**config.mk**
```make
export PLATFORM = sky130hd
export DESIGN_NAME = mem_master
export DESIGN_NICKNAME = d
export VERILOG_FILES = /design/src/rtl/mem_master.sv
export SDC_FILE = /design/constraint.sdc
export NUM_CORES = 1
export LEC_CHECK = 0
export ABC_AREA = 1
export CORE_ASPECT_RATIO = 1.2
export CORE_UTILIZATION = 47
export CTS_CLUSTER_DIAMETER = 40
export CTS_CLUSTER_SIZE = 28
export DETAILED_ROUTE_END_ITERATION = 10
export GPL_TIMING_DRIVEN = 0
export HOLD_SLACK_MARGIN = 0.15
export PLACE_DENSITY = 0.79
export SLEW_MARGIN = 20
export SYNTH_ARGS = -nofsm -noshare
export SYNTH_HDL_FRONTEND = slang
export SYNTH_SLANG_ARGS = --single-unit
```
**constraint.sdc**
```tcl
create_clock -name clock -period 1.4 [get_ports clock]
set_input_delay 0.28 -clock clock [delete_from_list [all_inputs] [get_ports clock]]
set_output_delay 0.28 -clock clock [all_outputs]
set_load 0.01 [all_outputs]
```
**src/rtl/mem_master.sv**
```systemverilog
// rtl/mem_master.sv - single-request bus master sequencing direct/indirect accesses into a synchronous word RAM
module mem_master #(
  parameter int WORD_SIZE    = 16,
  parameter int ADDRESS_SIZE = 16
) (
  input  logic                    clock,
  input  logic                    reset_n,
  input  logic                    req_valid,
  output logic                    req_ready,
  input  logic [1:0]              req_op,
  input  logic [ADDRESS_SIZE-1:0] req_address,
  input  logic [WORD_SIZE-1:0]    req_data,
  output logic                    resp_valid,
  output logic [WORD_SIZE-1:0]    resp_data,
  output logic [ADDRESS_SIZE-1:0] resp_address,
  output logic                    ram_read,
  output logic                    ram_write,
  output logic [ADDRESS_SIZE-1:0] ram_address,
  output logic [WORD_SIZE-1:0]    ram_in_data,
  input  logic [WORD_SIZE-1:0]    ram_out_data
);

  localparam logic [2:0] S_IDLE     = 3'd0;
  localparam logic [2:0] S_PTR_RD   = 3'd1;
  localparam logic [2:0] S_PTR_CAP  = 3'd2;
  localparam logic [2:0] S_DATA_RD  = 3'd3;
  localparam logic [2:0] S_DATA_CAP = 3'd4;
  localparam logic [2:0] S_DATA_WR  = 3'd5;

  localparam logic [1:0] OP_READ      = 2'b00;
  localparam logic [1:0] OP_WRITE     = 2'b01;
  localparam logic [1:0] OP_WRITE_IND = 2'b11;

  logic [2:0]              state_q, state_d;
  logic [1:0]              op_q, op_d;
  logic [WORD_SIZE-1:0]    wdata_q, wdata_d;
  logic                    req_ready_q, req_ready_d;
  logic                    resp_valid_q, resp_valid_d;
  logic [WORD_SIZE-1:0]    resp_data_q, resp_data_d;
  logic [ADDRESS_SIZE-1:0] resp_address_q, resp_address_d;
  logic                    ram_read_q, ram_read_d;
  logic                    ram_write_q, ram_write_d;
  logic [ADDRESS_SIZE-1:0] ram_address_q, ram_address_d;
  logic [WORD_SIZE-1:0]    ram_in_data_q, ram_in_data_d;

  // Every output is registered, so the next-state logic computes the value each
  // output takes in the state being entered (strobes are pulses of that state).
  always_comb begin
    state_d        = state_q;
    op_d           = op_q;
    wdata_d        = wdata_q;
    resp_valid_d   = 1'b0;
    resp_data_d    = resp_data_q;
    resp_address_d = resp_address_q;
    ram_read_d     = 1'b0;
    ram_write_d    = 1'b0;
    ram_address_d  = ram_address_q;
    ram_in_data_d  = ram_in_data_q;
    case (state_q)
      S_IDLE: begin
        if (req_valid) begin
          op_d          = req_op;
          wdata_d       = req_data;
          ram_address_d = req_address;
          if (req_op == OP_READ) begin
            state_d    = S_DATA_RD;
            ram_read_d = 1'b1;
          end else if (req_op == OP_WRITE) begin
            state_d       = S_DATA_WR;
            ram_write_d   = 1'b1;
            ram_in_data_d = req_data;
          end else begin
            state_d    = S_PTR_RD;
            ram_read_d = 1'b1;
          end
        end
      end
      S_PTR_RD: state_d = S_PTR_CAP;
      S_PTR_CAP: begin
        // The fetched pointer becomes the effective address; upper bits dropped.
        ram_address_d = ram_out_data[ADDRESS_SIZE-1:0];
        if (op_q == OP_WRITE_IND) begin
          state_d       = S_DATA_WR;
          ram_write_d   = 1'b1;
          ram_in_data_d = wdata_q;
        end else begin
          state_d    = S_DATA_RD;
          ram_read_d = 1'b1;
        end
      end
      S_DATA_RD: state_d = S_DATA_CAP;
      S_DATA_CAP: begin
        state_d        = S_IDLE;
        resp_valid_d   = 1'b1;
        resp_data_d    = ram_out_data;
        resp_address_d = ram_address_q;
      end
      S_DATA_WR: begin
        state_d        = S_IDLE;
        resp_valid_d   = 1'b1;
        resp_data_d    = wdata_q;
        resp_address_d = ram_address_q;
      end
      default: state_d = S_IDLE;
    endcase
    req_ready_d = (state_d == S_IDLE);
  end

  // State and registered outputs; reset abandons any access in flight.
  always_ff @(posedge clock or negedge reset_n) begin
    if (!reset_n) begin
      state_q        <= S_IDLE;
      op_q           <= 2'b00;
      wdata_q        <= '0;
      req_ready_q    <= 1'b1;
      resp_valid_q   <= 1'b0;
      resp_data_q    <= '0;
      resp_address_q <= '0;
      ram_read_q     <= 1'b0;
      ram_write_q    <= 1'b0;
      ram_address_q  <= '0;
      ram_in_data_q  <= '0;
    end else begin
      state_q        <= state_d;
      op_q           <= op_d;
      wdata_q        <= wdata_d;
      req_ready_q    <= req_ready_d;
      resp_valid_q   <= resp_valid_d;
      resp_data_q    <= resp_data_d;
      resp_address_q <= resp_address_d;
      ram_read_q     <= ram_read_d;
      ram_write_q    <= ram_write_d;
      ram_address_q  <= ram_address_d;
      ram_in_data_q  <= ram_in_data_d;
    end
  end

  assign req_ready    = req_ready_q;
  assign resp_valid   = resp_valid_q;
  assign resp_data    = resp_data_q;
  assign resp_address = resp_address_q;
  assign ram_read     = ram_read_q;
  assign ram_write    = ram_write_q;
  assign ram_address  = ram_address_q;
  assign ram_in_data  = ram_in_data_q;

endmodule

```
=== Word-level counts from Yosys, hierarchy flattened ===
Index checks and enable logic that the tools add are counted.

* Add/subtract/negate cells: 0
* Multipliers: 0
* Divide/modulo/power cells: 0
* Magnitude comparators: 0
* Equality and inequality tests: 11
* Shifts and indexed selects: 0
* Multiplexer cells: 24
* Bitwise gates (word level): 0
* Reductions and logical operators: 9

{| class="wikitable"
|+ Operators by type and width
! operator !! count
|-
| 16-bit one-hot mux with 2 select lines || 3
|-
| 16-bit two-way mux || 5
|-
| 3-bit two-way mux || 4
|-
| 3-bit one-hot mux with 4 select lines || 1
|-
| 1-bit two-way mux || 9
|-
| 2-bit inequality test (second input constant) || 4
|-
| 3-bit by 2-bit equality test with 1-bit output (second input constant) || 2
|-
| 3-bit equality test (second input constant) || 2
|-
| 3-bit zero test || 2
|-
| 5-bit AND reduction || 1
|-
| 1-bit one-hot mux with 2 select lines || 2
|-
| 2-bit AND reduction || 2
|-
| 2-bit nonzero test || 2
|-
| 3-bit by 1-bit equality test with 1-bit output (second input constant) || 1
|-
| 2-bit by 1-bit equality test with 1-bit output (second input constant) || 1
|-
| 2-bit equality test (second input constant) || 1
|-
| 2-bit zero test || 1
|-
| 2-bit OR reduction || 1
|}

* Register bits after elaboration: 89
* Latch bits: 0
* Bits in writable memories: 0
* ROM bits: 0
* Bits of input ports: 53
* Output and inout port bits: 68
* Logic and storage cells: 55
* Memories: 0

=== Depth between registers and ports, before layout ===
Gate-level depths: netlist (run 1).

* Depth after elaboration: 6
* Gate-level depth with buffers: 8

=== Worst setup path after synthesis (run 1) ===
OpenSTA, ideal clock, no wires.

* Path type: register -> register
* Start point: register state_q[0]
* End point: register ram_in_data_q[10] (netlist: ram_in_data[10])
* Library setup time: 117 ps
* Arrival: 1,146 ps
* Path slack: 138 ps
* Cell stages (with the launch flop): 7
* Path buffers: 2
* Cell sequence: dfrtp_1 > buf_6 > nor2_8 > nand4_4 > buf_2 > nand3_1 > nand2_1

* Cells in the longest elaborated chain, start to end: 3
* Elaborated cells between the ends (all ways): 9
* Classes of those cells: 5 x eq/ne; 1 x mux; 3 x reduce/logical

{| class="wikitable"
|+ RTL lines
! what !! line !! RTL
|-
| start, declared || 34 || <nowiki>logic [2:0] state_q, state_d;</nowiki>
|-
| start signal, assigned || 124 || <nowiki>state_q <= state_d;</nowiki>
|-
| 3-bit by 2-bit equality test with 1-bit output / 3-bit zero test (equally long branches) || 59 || <nowiki>case (state_q)</nowiki>
|-
| 2-bit inequality test (no source line) / 2-bit nonzero test (equally long branches) || n/a ||
|-
| 5-bit AND reduction (no source line) || n/a ||
|-
| end signal, assigned || 134 || <nowiki>ram_in_data_q <= ram_in_data_d;</nowiki>
|-
| end, declared || 44 || <nowiki>logic [WORD_SIZE-1:0] ram_in_data_q, ram_in_data_d;</nowiki>
|}

Several ways; a longest one is shown, not always the timed one.
A chain may end at the register's enable or synchronous reset.

=== Worst setup path in the final report (run 1) ===
* Start point: register state_q[0]
* End point: register ram_in_data_q[1] (netlist: ram_in_data[1])

The elaborated chain is that of the path after synthesis.

==> impl_metrics.csv, run 1 <==
group,metric,value,unit
clock_tree,worstSkewPairLatency,0.36,ns
global_route,grt.total_usage,23.5,%
placement,preCtsSetupSlack,-0.339,ns
placement,place_inst,666,
global_route,grt-ovfl-total,0,
final_layout,drive_gt1_share,15.9,%
synth,ys_seq_area_share,57.3,%
final_layout,final_core_util,70.5,%
sta,period_minus_slack,1.44,ns
clock_tree,cts_inserted_buffers,9,
critical_path,critPathLaunchType,"flip-flop",
die,fp.dieArea,8640,µm²
synth,synthDominantCellAreaShare,56.6,%
synth,synth.avg_cell_area,8.64,µm²
sta,tightest_slew,0.414,ns
critical_path,cp_data_arrival_time,1.73,ns
placement,gp_congestion,0.799,
power_and_ir_drop,p_per_area,2080,nW/µm²
sta,rsz0062_at_grt,"yes",
route,firstDrtPassIters,6,
power_and_ir_drop,p_leak,3.00,nW
clock_tree,clk_pin_slew,0.08,ns
die,start_util,48.2,%
critical_path,crit_type,"flip-flop to flip-flop",
synth,synthTopCellsByArea,"dfrtp_1 (57%), nand2_1 (19%), nand3_1 (4.8%)",
synth,synth.distinct_cells,23,
critical_path,cp.required,1.70,ns
global_route,grt_pass1_vias,3266,
sta,tns,-0.298,ns
status,run_status,"finished with violations",
final_layout,fillCellCount,602,
sta,fin_worst_skew,0.00992,ns
sta,max_freq,697,MHz
sta,slew_violations,0,
die,core-area,8060,µm²
global_route,antenna_found_initial,0,
final_layout,fin_cells,705,
clock_tree,cts.sink_count,89,
clock_tree,cts_tree,"done",
route,routed_via_density,5.14,
power_and_ir_drop,power,11.8,mW
synth,yosysWarnings,0,
route,avgRoutedWirePerCell,14.9,µm
sta,final_hold_viol_count,0,
die,die_w,85.0,µm
synth,synth_top_area_cell,"dfrtp_1",
clock_tree,htree_levels,3,
die,rows,36,
critical_path,crit_fanout,8,
die,chipHeight,102,µm
hold_path,hp-class,"input port to asynchronous set/reset pin",
sta,max_slew_margin,72.4,%
power_and_ir_drop,vdd_drop_max,0.000944,V
final_layout,final_nets,658,
route,wirelength,10.5,mm
clock_tree,cts_max_path_buffers,2,
clock_tree,cts_root_buf,"clkbuf_8",
die,ioPinCount,121,
route,ant_nets,0,
synth,ys_seq_elements,89,
synth,synth_fp_nets,503,
synth,syn_area,3890,µm²
sta,setup_ws,-0.0350,ns
final_layout,diodes,0,
sta,setup_viol,12,
sta,post-route-period-util,103,%
final_layout,syn_to_final_growth,46.1,%
job,cap_violations,0,
synth,synthCells,450,
route,route.detailed.drc,0,
route,via_count,3627,
route,drt_iter0_markers,185,
global_route,grt_max_degree,61,
status,violations,"setup timing",
placement,place_hpwl,7.36,mm
global_route,grt_pass1_wl,15.6,mm
placement,numPortBuffers,120,
critical_path,worstSetupEndpointType,"flip-flop",
-- power by group --
part	switching [mW]	leakage [nW]	internal (mW)	total [mW]
combinational	3.23	1.81	2.66	5.89
clock	0.857	0.0866	0.631	1.49
sequential	0.642	1.11	3.78	4.42
-- cells in the mapped netlist --
master	count
dfstp_2	1
buf_6	8
nand2_1	197
dfrtp_1	88
nand3_1	37
nand3_4	1
inv_2	4
buf_2	10
nor2_8	2
a21oi_1	16
nand2_2	1
nand3b_1	1
nand4_1	1
inv_1	19
nand2_4	2
o21ai_0	37
o21ai_1	13
nor2_1	3
nor2_4	1
o21ai_2	1
buf_4	1
nand4_4	1
clkbuf_1	5
-- critical path, cell delays in order, from the launching register on --
cell and delay (ns):
dfrtp_1 0.38, buf_6 0.14, nor2_8 0.22, nand4_4 0.20, nand2_4 0.19, buf_4 0.13
nand2_1 0.05, nand2_1 0.07
-- placed cells by master (no fill, tap or decap), types with 6 or more instances in the layout --
master / count
inv_1: 19
o21ai_1: 23
o21ai_0: 27
nand3_2: 6
nand2_1: 181
dfrtp_1: 87
a21oi_1: 16
clkbuf_8: 9
buf_4: 21
clkinv_2: 6
dlygate4sd2_1: 67
buf_6: 13
nand2_2: 14
clkdlybuf4s50_1: 51
nand3_1: 31
-- timing repair --
item	4_1_cts	5_1_grt
hold buffers	1	0
pin swaps	3	13
gates cloned	0	4
gates resized for setup	74	61
setup buffers	2	17
hold endpoints to repair	28	0
endpoints found under the setup margin	89	64
-- state kept, by name (all words and copies together) (netlist names), 2 cells and up --
name	flops
ram_in_data	16
state_q	3
resp_data	16
op_q	2
ram_address	16
wdata_q	16
resp_address	16
-- stage by stage --
stage	cell area, µm²	hold slack, ns
final	5680	0.381
after global routing	5680	0.396
after CTS	5350	0.392
after detailed placement	5230	0.235
after global placement	5210	0.453
after floorplan	3890	-0.0156
-- cell type report --
| cell class | instances | area [µm²] | share of cell area [%] |
|---|---|---|---|
| Buffer | 23 | 204 | 3.59 |
| Sequential cell | 89 | 2230 | 39.3 |
| Clock buffer | 11 | 131 | 2.31 |
| Clock inverter | 5 | 25.0 | 0.441 |
| Multi-Input combinational cell | 314 | 1500 | 26.4 |
| Inverter | 23 | 92.6 | 1.63 |
| Timing Repair Buffer | 145 | 1380 | 24.3 |
| Tap cell | 95 | 119 | 2.09 |
-- routing by layer --
metal,GRT usage [%],wire length [µm]
met5,0,0
met4,8.47,211
met3,5.62,589
met2,41.1,5350
met1,28.4,4330
-- cells by family after synthesis --
kind of cell | Yosys count | synth area share (%)
AO/OA/AOI/OAI | 67 | 8.72
buffers and inverters | 47 | 6.50
flip-flops | 89 | 57.3
AND/OR/NAND/NOR | 247 | 27.5
-- path summary, 6_finish.rpt --
path / from / slack [ns] / cells after the start / endpoint
setup / recovery: state_q[0] / -0.04 / 7 / ram_in_data[1]
hold / removal: reset_n / 0.38 / 2 / ram_read
setup reg to reg: state_q[0] / -0.04 / 7 / ram_in_data[1]
hold reg to reg: resp_address[7] / 0.47 / 2 / resp_address[7]
max in group asynchronous: reset_n / 0.41 / 3 / wdata_q[7]
min in group clock: resp_address[7] / 0.47 / 2 / resp_address[7]
No activity file was read; power rests on OpenSTA's default activity.
==> run 2, diff against run 1 <==
CORE_UTILIZATION = 55   (was 47)
DONT_BUFFER_PORTS = 1   (was not set)
PLACE_DENSITY = 0.68   (was 0.79)
==> run 2 against run 1 <==
The flow finishes with violations (hold timing, setup timing). Sequential cell count did not move. Routed wire length fell by 6.6%. Non-clock buffer count is 81 lower. Clock skew decreased by 0.0028 ns. Die area shrank 14%. Via count shrank 9.9%. Sequential share of layout area increased by 5.4 points. Clock-buffer cell count is the same. Final area decreased by 12%. Combinational power down 33%. Worst hold slack lost 0.77 ns. Highest routed layer unchanged.
==> impl_metrics.csv, run 2 (synthesis results as in run 1) <==
group,metric,value,unit
status,run_status,"finished with violations",
status,violations,"hold timing, setup timing",
global_route,grt_max_degree,90,
global_route,grt_pass1_vias,3052,
placement,place_hpwl,6.10,mm
critical_path,crit_type,"flip-flop to flip-flop",
final_layout,layout_common_cells,"nand2_1 (187), dfrtp_1 (87), dlygate4sd3_1 (51), o21ai_0 (34), nand3_1 (30)",
die,rows,33,
global_route,grt-ovfl-total,0,
sta,whs,-0.392,ns
sta,fin_worst_skew,0.00709,ns
clock_tree,cts_root_buf,"clkbuf_8",
die,die_w,78.8,µm
critical_path,crit_fanout,10,
sta,setup_viol,13,
global_route,antenna_found_initial,0,
clock_tree,cts.sink_count,89,
clock_tree,cts_hold_buf,51,
clock_tree,htree_levels,3,
global_route,grt_pass1_wl,14.6,mm
die,ioPinCount,121,
power_and_ir_drop,p_per_area,2130,nW/µm²
critical_path,rr_worst_depth,7,
final_layout,final_nets,577,
sta,max_slew_margin,70.4,%
clock_tree,clk_pin_slew,0.09,ns
clock_tree,cts_tree,"done",
clock_tree,worstSkewPairLatency,0.36,ns
power_and_ir_drop,power,10.7,mW
placement,gp_congestion,0.831,
sta,period_minus_slack,1.43,ns
route,via_count,3267,
route,ant_nets,0,
sta,post-route-period-util,102,%
sta,tightest_slew,0.444,ns
critical_path,cp_data_arrival_time,1.73,ns
critical_path,cp.required,1.70,ns
critical_path,regToRegStartpoint,"state_q[0]",
critical_path,critPathLaunchType,"flip-flop",
final_layout,syn_to_final_growth,28.5,%
critical_path,r2r_end,"ram_in_data[6]",
die,chipHeight,94.1,µm
die,core-area,6850,µm²
sta,setup_ws,-0.0303,ns
die,start_util,56.7,%
clock_tree,cts_max_path_buffers,2,
final_layout,diodes,0,
hold_path,hp-class,"input port to asynchronous set/reset pin",
route,route.detailed.drc,0,
route,firstDrtPassIters,4,
critical_path,reg2reg_slack,-0.03,ns
placement,preCtsSetupSlack,-0.0410,ns
route,avgRoutedWirePerCell,15.9,µm
clock_tree,cts_inserted_buffers,9,
global_route,grt.total_usage,25.7,%
final_layout,mostFrequentLayoutCell,"nand2_1",
sta,slew_violations,0,
placement,numPortBuffers,0,
route,wirelength,9.79,mm
route,drt_iter0_markers,176,
sta,rsz0062_at_grt,"yes",
sta,max_freq,699,MHz
final_layout,drive_gt1_share,15.1,%
power_and_ir_drop,vdd_drop_max,0.00115,V
route,routed_via_density,5.30,
sta,final_hold_viol_count,89,
power_and_ir_drop,p_leak,2.53,nW
critical_path,worstSetupEndpointType,"flip-flop",
job,cap_violations,0,
die,fp.dieArea,7410,µm²
-- run 2: cell types whose count changed in the layout (fill, tap and decap cells not counted), sizes merged --
| cell | delta |
|---|---|
| dlygate4sd2 | -67 |
| bufinv | +1 |
| clkinvlp | +1 |
| dlygate4sd3 | +50 |
| buf | -11 |
| clkinv | -3 |
| clkdlybuf4s50 | -51 |
| inv | +1 |
| clkbuf | -2 |
-- run 2: worst max-delay path, stage by stage, from the launching register on --
cell	delay, ns
dfrtp_1	0.39
buf_6	0.14
nor2_8	0.16
nand2_4	0.09
clkbuf_2	0.18
o21ai_0	0.25
nand2_2	0.09
nand2_2	0.07
-- run 2: routing by layer --
layer	share of wire, %	up-vias	wire length, µm	global-route usage (%)
met5	0	-	0	0
met4	1.6	0	158	10.6
met2	50	106	4910	44.6
met1	42	1569	4110	30.9
li1	-	1578	-	-
met3	6.3	14	620	5.24
-- run 2: how the worst max path moves through the flow --
stage | start | to | cells past startpoint
6_report | state_q[0] | ram_in_data[6] | 7
4_1_cts | state_q[1] | ram_in_data[6] | 6
3_3_place_gp | state_q[1] | ram_address[8] | 5
2_1_floorplan | state_q[0] | ram_in_data[10] | 6
3_5_place_dp | state_q[1] | ram_address[8] | 5
5_1_grt | state_q[0] | ram_in_data[6] | 7
-- run 2: power by group --
group,switching (mW),total [mW],internal [mW]
logic,2.33,3.96,1.64
clock network,0.877,1.70,0.823
registers,1.21,4.99,3.78
-- run 2: repair_timing --
| action | 4_1_cts | 5_1_grt |
|---|---|---|
| hold endpoints to repair | 146 | 89 |
| setup buffers | 1 | 9 |
| gates cloned | 0 | 3 |
| gates resized for setup | 6 | 50 |
| pin swaps | 1 | 7 |
| setup endpoints to repair | 29 | 61 |
-- run 2: per-stage QoR --
| stage | setup TNS [ns] | cell area, µm² | util [%] | std cells |
|---|---|---|---|---|
| after floorplan | 0 | 3890 | - | 450 |
| after global placement | -0.0370 | 4000 | 58.3 | 537 |
| after detailed placement | -0.298 | 4000 | 58.3 | 537 |
| after CTS | 0 | 4720 | 68.8 | 604 |
| after global routing | -1.55 | 5000 | 72.9 | 616 |
| final | -0.122 | 5000 | 72.9 | 616 |
-- run 2: final cells by class --
cell class	count	area, µm²
buffer	23	205
clock buffer	11	131
clock inverter	5	56.3
fill	515	1860
inverter	23	93.8
multi-input combinational	314	1500
sequential	89	2230
tap	87	109
timing repair buffer	64	667
